--- config.mk ---
export PLATFORM = sky130hd
export DESIGN_NAME = opamp_az_sequencer_flat
export DESIGN_NICKNAME = d
export VERILOG_FILES = /design/src/rtl/opamp_seq_pkg.sv /design/src/rtl/opamp_az_sequencer_if.sv /design/src/rtl/opamp_seq_timer.sv /design/src/rtl/opamp_az_sequencer.sv /design/src/flat_wrapper.sv
export SDC_FILE = /design/constraint.sdc
export NUM_CORES = 1
export LEC_CHECK = 0
export CAP_MARGIN = 30
export CELL_PAD_IN_SITES_DETAIL_PLACEMENT = 0
export CELL_PAD_IN_SITES_GLOBAL_PLACEMENT = 2
export CORE_ASPECT_RATIO = 0.75
export CORE_MARGIN = 3
export CORE_UTILIZATION = 39
export CTS_CLUSTER_DIAMETER = 50
export CTS_CLUSTER_SIZE = 14
export DETAILED_ROUTE_END_ITERATION = 7
export GPL_TIMING_DRIVEN = 0
export HOLD_SLACK_MARGIN = 0.08
export PLACE_DENSITY = 0.91
export SYNTH_ARGS = -nofsm -noshare
export SYNTH_HDL_FRONTEND = slang
export SYNTH_HIERARCHICAL = 1
export SYNTH_SLANG_ARGS = --single-unit
--- constraint.sdc ---
create_clock -name clk -period 4.5 [get_ports clk]
set_clock_uncertainty 0.2 [all_clocks]
set_input_delay 0.45 -clock clk [delete_from_list [all_inputs] [get_ports clk]]
set_output_delay 0.45 -clock clk [all_outputs]
set_load 0.05 [all_outputs]
--- src/rtl/opamp_seq_pkg.sv ---
// Shared types and constants for the opamp auto-zero sequencer.
package opamp_seq_pkg;

    localparam int unsigned CH_NUM = 2;

    typedef enum logic [2:0] {
        ST_OFF         = 3'd0,
        ST_BIAS_SETTLE = 3'd1,
        ST_RUN         = 3'd2,
        ST_NOV_PRE     = 3'd3,
        ST_AZ          = 3'd4,
        ST_NOV_POST    = 3'd5
    } state_e;

    localparam state_e RST_STATE  = ST_OFF;
    localparam logic   RST_RR_PTR = 1'b0;

    function automatic int unsigned max3(input int unsigned a, input int unsigned b,
                                         input int unsigned c);
        int unsigned m;
        m = (a > b) ? a : b;
        return (m > c) ? m : c;
    endfunction

    // One-hot channel mask for a channel index.
    function automatic logic [CH_NUM-1:0] ch_onehot(input logic idx);
        logic [CH_NUM-1:0] r;
        r      = '0;
        r[idx] = 1'b1;
        return r;
    endfunction

endpackage

--- src/rtl/opamp_az_sequencer_if.sv ---
// Control/status bundle between the top wrapper and the opamp sequencer.
interface opamp_az_sequencer_if;
    import opamp_seq_pkg::*;

    logic              ena;
    logic [CH_NUM-1:0] ch_req;
    logic              az_en;
    logic              bias_en;
    logic [CH_NUM-1:0] out_conn;
    logic [CH_NUM-1:0] az_sw;
    logic              az_done;
    logic              busy;

    modport master (output ena, ch_req, az_en,
                    input  bias_en, out_conn, az_sw, az_done, busy);
    modport slave  (input  ena, ch_req, az_en,
                    output bias_en, out_conn, az_sw, az_done, busy);
endinterface

--- src/rtl/opamp_seq_timer.sv ---
// Loadable down-counter that saturates at zero, with a zero flag.
module opamp_seq_timer #(
    parameter int unsigned W = 4
) (
    input  logic         clk,
    input  logic         rst_n,
    input  logic         load_i,
    input  logic [W-1:0] load_val_i,
    input  logic         dec_i,
    output logic         zero_c_o
);
    logic [W-1:0] cnt_q;

    always_ff @(posedge clk or negedge rst_n) begin
        if (!rst_n) begin
            cnt_q <= '0;
        end else if (load_i) begin
            cnt_q <= load_val_i;
        end else if (dec_i && (cnt_q != '0)) begin
            cnt_q <= cnt_q - W'(1);
        end
    end

    assign zero_c_o = (cnt_q == '0);
endmodule

--- src/rtl/opamp_az_sequencer.sv ---
// Bias power-up and round-robin auto-zero sequencer for the two opamp channels.
module opamp_az_sequencer
    import opamp_seq_pkg::*;
#(
    parameter int unsigned SETTLE_CYC = 64,
    parameter int unsigned AZ_PERIOD  = 1024,
    parameter int unsigned AZ_CYC     = 16,
    parameter int unsigned NOV_CYC    = 2
) (
    input  logic                 clk,
    input  logic                 rst_n,
    opamp_az_sequencer_if.slave  seq_if
);
    localparam int unsigned TMR_W = $clog2(max3(SETTLE_CYC, AZ_CYC, NOV_CYC) + 1);
    localparam int unsigned PER_W = $clog2(AZ_PERIOD);

    state_e            state_q, state_d;
    logic              sel_q, sel_d;
    logic              rr_q, rr_d;
    logic              bias_en_q, az_done_q, busy_q;
    logic [CH_NUM-1:0] az_sw_q;
    logic              done_d;

    logic              tmr_load, tmr_dec, tmr_zero;
    logic [TMR_W-1:0]  tmr_val;
    logic              per_load, per_dec, per_zero;
    logic              abort_c, tgt_c;
    logic [CH_NUM-1:0] out_conn_c;

    opamp_seq_timer #(.W(TMR_W)) u_tmr (
        .clk(clk), .rst_n(rst_n), .load_i(tmr_load), .load_val_i(tmr_val),
        .dec_i(tmr_dec), .zero_c_o(tmr_zero)
    );

    opamp_seq_timer #(.W(PER_W)) u_per (
        .clk(clk), .rst_n(rst_n), .load_i(per_load), .load_val_i(PER_W'(AZ_PERIOD - 1)),
        .dec_i(per_dec), .zero_c_o(per_zero)
    );

    assign abort_c = !seq_if.ena || (seq_if.ch_req == '0);
    // Round-robin pick: preferred channel if requested, otherwise the other one.
    assign tgt_c   = seq_if.ch_req[rr_q] ? rr_q : ~rr_q;

    always_comb begin
        state_d  = state_q;
        sel_d    = sel_q;
        rr_d     = rr_q;
        done_d   = 1'b0;
        tmr_load = 1'b0;
        tmr_val  = '0;
        tmr_dec  = 1'b0;
        per_load = 1'b0;
        per_dec  = 1'b0;
        unique case (state_q)
            ST_OFF: begin
                state_d  = ST_BIAS_SETTLE;
                tmr_load = 1'b1;
                tmr_val  = TMR_W'(SETTLE_CYC - 1);
            end
            ST_BIAS_SETTLE: begin
                tmr_dec = 1'b1;
                if (tmr_zero) begin
                    state_d  = ST_RUN;
                    per_load = 1'b1;
                end
            end
            ST_RUN: begin
                per_dec = 1'b1;
                if (per_zero) begin
                    if (seq_if.az_en) begin
                        sel_d    = tgt_c;
                        state_d  = ST_NOV_PRE;
                        tmr_load = 1'b1;
                        tmr_val  = TMR_W'(NOV_CYC - 1);
                    end else begin
                        per_load = 1'b1;
                    end
                end
            end
            ST_NOV_PRE, ST_AZ: begin
                tmr_dec = 1'b1;
                if (!seq_if.ch_req[sel_q] || (tmr_zero && (state_q == ST_AZ))) begin
                    state_d  = ST_NOV_POST;
                    done_d   = seq_if.ch_req[sel_q];
                    tmr_load = 1'b1;
                    tmr_val  = TMR_W'(NOV_CYC - 1);
                end else if (tmr_zero) begin
                    state_d  = ST_AZ;
                    tmr_load = 1'b1;
                    tmr_val  = TMR_W'(AZ_CYC - 1);
                end
            end
            ST_NOV_POST: begin
                tmr_dec = 1'b1;
                if (tmr_zero) begin
                    state_d  = ST_RUN;
                    rr_d     = ~sel_q;
                    per_load = 1'b1;
                end
            end
            default: state_d = ST_OFF;
        endcase
        if (abort_c) begin
            state_d = ST_OFF;
            done_d  = 1'b0;
        end
    end

    // State plus registered decodes of the next state.
    always_ff @(posedge clk or negedge rst_n) begin
        if (!rst_n) begin
            state_q   <= RST_STATE;
            sel_q     <= 1'b0;
            rr_q      <= RST_RR_PTR;
            bias_en_q <= 1'b0;
            az_sw_q   <= '0;
            az_done_q <= 1'b0;
            busy_q    <= 1'b0;
        end else begin
            state_q   <= state_d;
            sel_q     <= sel_d;
            rr_q      <= rr_d;
            bias_en_q <= (state_d != ST_OFF);
            az_sw_q   <= (state_d == ST_AZ) ? ch_onehot(sel_d) : '0;
            az_done_q <= done_d;
            busy_q    <= (state_d != ST_OFF) && (state_d != ST_RUN);
        end
    end

    // Output switches follow live ch_req, with the channel under auto-zero held open.
    always_comb begin
        out_conn_c = '0;
        unique case (state_q)
            ST_RUN:                         out_conn_c = seq_if.ch_req;
            ST_NOV_PRE, ST_AZ, ST_NOV_POST: out_conn_c = seq_if.ch_req & ~ch_onehot(sel_q);
            default:                        out_conn_c = '0;
        endcase
    end

    assign seq_if.bias_en  = bias_en_q;
    assign seq_if.out_conn = out_conn_c;
    assign seq_if.az_sw    = az_sw_q;
    assign seq_if.az_done  = az_done_q;
    assign seq_if.busy     = busy_q;
endmodule
--- src/flat_wrapper.sv ---
// flat-port wrapper written by rule: the top's interface ports become plain ports
module opamp_az_sequencer_flat import opamp_seq_pkg::*;
#(
    parameter int unsigned SETTLE_CYC = 64,
    parameter int unsigned AZ_PERIOD  = 1024,
    parameter int unsigned AZ_CYC     = 16,
    parameter int unsigned NOV_CYC    = 2
)
  (clk, rst_n, seq_if_ena, seq_if_ch_req, seq_if_az_en, seq_if_bias_en, seq_if_out_conn, seq_if_az_sw, seq_if_az_done, seq_if_busy);
  opamp_az_sequencer_if seq_if_i ();
  input  logic clk;
  input  logic rst_n;
  input wire logic [$bits(seq_if_i.ena)-1:0] seq_if_ena;
  input wire logic [$bits(seq_if_i.ch_req)-1:0] seq_if_ch_req;
  input wire logic [$bits(seq_if_i.az_en)-1:0] seq_if_az_en;
  output wire logic [$bits(seq_if_i.bias_en)-1:0] seq_if_bias_en;
  output wire logic [$bits(seq_if_i.out_conn)-1:0] seq_if_out_conn;
  output wire logic [$bits(seq_if_i.az_sw)-1:0] seq_if_az_sw;
  output wire logic [$bits(seq_if_i.az_done)-1:0] seq_if_az_done;
  output wire logic [$bits(seq_if_i.busy)-1:0] seq_if_busy;
  assign seq_if_i.ena = seq_if_ena;
  assign seq_if_i.ch_req = seq_if_ch_req;
  assign seq_if_i.az_en = seq_if_az_en;
  assign seq_if_bias_en = seq_if_i.bias_en;
  assign seq_if_out_conn = seq_if_i.out_conn;
  assign seq_if_az_sw = seq_if_i.az_sw;
  assign seq_if_az_done = seq_if_i.az_done;
  assign seq_if_busy = seq_if_i.busy;
  opamp_az_sequencer #(.SETTLE_CYC(SETTLE_CYC), .AZ_PERIOD(AZ_PERIOD), .AZ_CYC(AZ_CYC), .NOV_CYC(NOV_CYC)) u_core (.clk(clk), .rst_n(rst_n), .seq_if(seq_if_i));
endmodule
Word-level counts from Yosys, hierarchy flattened
Cells that the tools add are included.

Flip-flop bits (word level): 27. Bits in latches: 0. RAM bits: 0. Bits in read-only memories: 0. Output and inout port bits: 7. Word-level logic and storage cells: 94. Memories: 0.

Add/sub/neg operators: 2. Multiply operators: 0. Div/mod/pow operators: 0. Magnitude comparators: 5. Eq/ne operators: 7. Shift operators: 0. Multiplexer cells: 43. Bitwise logic cells: 4. Reductions and logical operators: 24.

Operator list (count): 2-to-1 mux 7 bit (4); 2-to-1 mux 1 bit (22); case mux 7 bit (3 select lines) (1); 2-to-1 mux 10 bit (2); 2-to-1 mux 3 bit (6); case mux 3 bit (4 select lines) (1); logical NOT 10 bit (1); nonzero test 10 bit (1); subtractor 10 x 1 -> 10 bit (second input constant) (1); equality test 3 bit (second input constant) (3); logical NOT 7 bit (1); nonzero test 7 bit (1); subtractor 7 x 1 -> 7 bit (second input constant) (1); equality test 3 x 2 -> 1 bit (second input constant) (2); logical AND 1 bit (6); less-than comparator 1 x 2 -> 1 bit (second input constant) (3); 2-to-1 mux 4 bit (1); case mux 2 bit (2 select lines) (1); nonzero test 2 bit (2); OR reduction 2 bit (2); OR reduction 4 bit (1); equality test 3 x 1 -> 1 bit (second input constant) (1); logical NOT 3 bit (1); != test 3 x 2 -> 1 bit (second input constant) (1); 14 further kinds (19).

Logic depth before layout (Yosys ltp)
Depth in word-level cells: 11. Gate-level depth with buffers: 12. Gate-level depth less buffers: 11.

Hierarchy
The synthesis kept the hierarchy.

By module, submodules not included: opamp_az_sequencer (instances 1, cells an instance 77, area each 651.9 sq um, sequential area each 250.2 sq um); opamp_seq_timer at u_core.u_per (instances 1, cells an instance 67, area each 621.8 sq um, sequential area each 250.2 sq um); opamp_seq_timer at u_core.u_tmr (instances 1, cells an instance 52, area each 461.7 sq um, sequential area each 175.2 sq um).

Worst setup path after synthesis
OpenSTA, ideal clock, no wires.

Kind: register to register. From: register u_core.u_tmr.cnt_q[1]. To: register u_core.u_tmr.cnt_q[0]. Setup time: 130 ps. Data arrival time: 2767 ps. Required time: 4170 ps. Setup slack: 1403 ps. Cell stages (with the launch flop): 13. Cells stage by stage: dfrtp_1 > inv_1 > ha_1 > or3b_2 > nor2_1 > inv_1 > nand2_2 > nand2_1 > a222oi_1 > clkbuf_1 > nor2_1 > o211ai_1 > nand3_1.

Cells in the longest elaborated chain, start to end: 6. Elaborated cells between the ends (all ways): 13. Those cells by class: 7 x mux; 6 x reduce/logical.

Ends and longest elaborated chain: start: declaration (line opamp_seq_timer.sv:12) `logic [W-1:0] cnt_q;`; start signal: assignment (line opamp_seq_timer.sv:18) `cnt_q <= load_val_i;`; start signal: assignment (line opamp_seq_timer.sv:20) `cnt_q <= cnt_q - W'(1);`; logical NOT 7 bit * (line opamp_seq_timer.sv:24) `assign zero_c_o = (cnt_q == '0);`; named net u_core.tmr_zero (line opamp_az_sequencer.sv:24) `logic tmr_load, tmr_dec, tmr_zero;`; logical AND 1 bit (line opamp_az_sequencer.sv:82) `if (!seq_if.ch_req[sel_q] || (tmr_zero && (state_q == ST_AZ))) begin`; logical OR 1 bit (line opamp_az_sequencer.sv:82); 2-to-1 mux 1 bit * (line opamp_az_sequencer.sv:82); case mux 1 bit (3 select lines) * (line opamp_az_sequencer.sv:54) `unique case (state_q)`; named net u_core.tmr_load (line opamp_az_sequencer.sv:24); 2-to-1 mux 7 bit / nonzero test 2 bit (equally long branches).

Mark *: on every way through the listed nets, which the timed path passes. The rest lies on a longest branch. A chain may end at the register's enable or synchronous reset.

Worst setup path in the final report
Same ends and word-level chain as after synthesis.

==> impl_results.md <==
* Status: finished clean
* Initial drt markers at 131
* Total GRT Usage at 15.55%
* Post_cts resized at 0
* Synth warn at 6
* Area grow syn2layout at 17.02%
* Root Buffer: clkbuf_8
* Number of diodes at 0
* FFs w/ async S/R, synth at 100.0%
* Mapped Cells at 196
* Routed len/inst at 14.37 um
* Max Buffers Root-to-Sink at 2
* Via count at 1,540
* Mean Syn Cell Area at 8.854 sq um
* Slew Limit Headroom at 30.09%
* PD cells at 247.2 mW/mm^2
* TritonCTS Buffers at 3
* Initial core utilization at 41.78%
* FP Rows at 20
* Layout cells sized above 1 at 8.559%
* Hold_buf cts at 0
* Clock slew at reported path FFs at 100 ps
* Post-synth cell types at 57
* H-tree depth at 1
* Tot Pwr at 502.0 uW
* Post-DRT Antenna Nets at 0
* Largest net degree at the start of global routing at 19
* Critical Path RT at 4460 ps
* Slew Viols, Final at 0
* RSZ-0062 raised after global routing: no
* Gr ovfl total at 0
* Flops & latches, synth at 27
* WS Path Type: flip-flop to flip-flop
* Tcrit/Tclk final at 85.49%
* Max Cap Viol at 0
* Detail Placement HPWL at 3013 um
* Fin. Hold Viols at 0
* Width of the die at 83.03 um
* Core area at 0.004154 sq mm
* Worst Path Arrival at 3810 ps
* Die Y-Extent at 63.77 um
* CTS sink count at 27
* Worst Setup End Kind: flip-flop
* Top FF cell, synth: dfrtp_1
* Top post-synthesis cells by count: 27 x dfrtp_1, 19 x nand2_1, 15 x nor2_1
* Initial antenna violation count at 0
* Vias in the first global route at 1,498
* Critical Path Fanout Max at 10
* Global-route wire length before repair at 6831 um
* Final WL at 3980 um
* Clock latency reported for the late side of the worst-skew pair at 270 ps
* Router iterations before antenna repair at 4
* Final setup viols at 0
* Hold Path Class: primary input to async pin
* Synth Cell Area at 0.001735 sq mm
* Seq/Total Area, Yosys at 38.93%
* Max IR drop VDD at 129.1 uV
* Area leader, netlist: dfrtp_1
* Via density at 5.560
* Gpl congestion at 0.8262
* Synth area leaders: dfrtp_1 39%, nand2_1 4.1%, nor2_1 3.2%
* Post-synth top area share at 38.93%
* Post-CTS setup buffer count at 0
* Final setup TNS at 0 ps
* Die area at 0.005295 sq mm
* Count of flip-flops with a built-in enable after synthesis at 0
* Count leader, synth: dfrtp_1
* Worst-Margin Slew at 1049 ps
* Port buffer count at 12
* CTS tree: yes
* Lkg Pwr at 0.8487 nW
* Final nets at 231
* F_max at 0.2599 GHz
* DRC errors left at 0
* Crit path time final at 3847 ps
* CP startpoint kind: flip-flop
* IO Count at 13
-- worst max-delay path, stage by stage, from the launching register on --
cell and delay [ps]:
dfrtp_1 420, inv_1 120, ha_1 300, or3b_2 510
nor2_1 300, inv_1 140, nand2_2 140, nand2_1 60
a222oi_1 860, clkbuf_1 410, nor2_1 70, o211ai_1 110
nand3_1 90
-- power breakdown --
| group | total (mW) | switching (mW) | internal (mW) |
|---|---|---|---|
| clock | 0.139 | 0.0757 | 0.0635 |
| sequential | 0.278 | 0.0195 | 0.259 |
| combinational | 0.0847 | 0.0479 | 0.0368 |
| total | 0.502 | 0.143 | 0.359 |
-- registers in the layout, summed over array words and instances (netlist names) --
signal                 cells
u_core/u_tmr/cnt_q         7
u_core/seq_if.az_done      1
u_core/seq_if.bias_en      1
u_core/state_q             3
u_core/seq_if.busy         1
u_core/sel_q               1
u_core/rr_q                1
u_core/seq_if.az_sw        2
u_core/u_per/cnt_q        10
-- through the flow --
step                      cells  setup slack (ps)  cell area [sq um]  hold WS, ps  util, %
after global placement      272             837.1               1958        313.6    47.14
after global routing        277             361.6               2031        382.1    48.89
after floorplan             205              1403               1769       -45.59        -
after detailed placement    273             772.1               1986        335.0    47.80
final                       277             652.8               2031        339.5    48.89
after CTS                   277             740.8               2031        356.2    48.89
-- worst paths after layout --
kind,from,end,slack (ps),cells past startpoint
setup / recovery,u_core/u_tmr/cnt_q[1]$_DFFE_PN0P_,u_core/u_tmr/cnt_q[0]$_DFFE_PN0P_,650,12
min in group clk,u_core/rr_q$_DFFE_PN0P_,u_core/rr_q$_DFFE_PN0P_,350,2
hold reg to reg,u_core/rr_q$_DFFE_PN0P_,u_core/rr_q$_DFFE_PN0P_,350,2
max in group asynchronous,rst_n,u_core/state_q[2]$_DFF_PN0_,3260,2
hold / removal,rst_n,u_core/seq_if.az_done$_DFF_PN0_,340,1
setup reg to reg,u_core/u_tmr/cnt_q[1]$_DFFE_PN0P_,u_core/u_tmr/cnt_q[0]$_DFFE_PN0P_,650,12
-- layout by cell type, fill, tap and decap left out, types with 3 or more instances in the layout --
cell type / count
inv_1: 14
clkbuf_1: 4
nand4_1: 4
nand2_1: 19
o31a_1: 3
dfrtp_1: 27
mux2_2: 3
and2b_1: 3
nand2b_1: 6
clkdlybuf4s50_1: 12
a21oi_1: 8
nor2_1: 15
or3_1: 3
nand3_1: 4
nor2b_1: 7
o21ai_0: 10
o211ai_1: 3
nor4_1: 3
nor3_1: 7
o31ai_1: 4
conb_1: 11
clkbuf_8: 3
-- layer usage --
metal  vias up  global-route usage (%)  share of wire, %  wire length (um)
met1       737                   20.21                46              1841
li1        757                       -                 -                 -
met2        42                   26.70                49              1946
met3         4                   3.479               4.4               175
met4         0                   3.265              0.43                17
met5         -                       0                 0                 0
-- cells by family after synthesis --
logic type	Yosys count	synth area share, %
other	2	0.4327
adder cells (fa/ha/maj)	2	1.442
AO/OA/AOI/OAI	53	22.78
multiplexers	7	4.614
AND/OR/NAND/NOR	82	25.38
XOR/XNOR	3	1.514
flip-flops	27	38.93
buffers and inverters	20	4.903
-- area by class of cell --
| class | count | area (sq um) |
|---|---|---|
| clock buffers | 4 | 45.04 |
| fillers | 435 | 2123 |
| multi-input cells | 158 | 1008 |
| flip-flops and latches | 27 | 675.6 |
| inverters | 14 | 52.55 |
| well taps | 55 | 68.82 |
| repair buffers | 13 | 147.6 |
| plain buffers | 6 | 32.53 |
(Power assumes the default switching activity.)
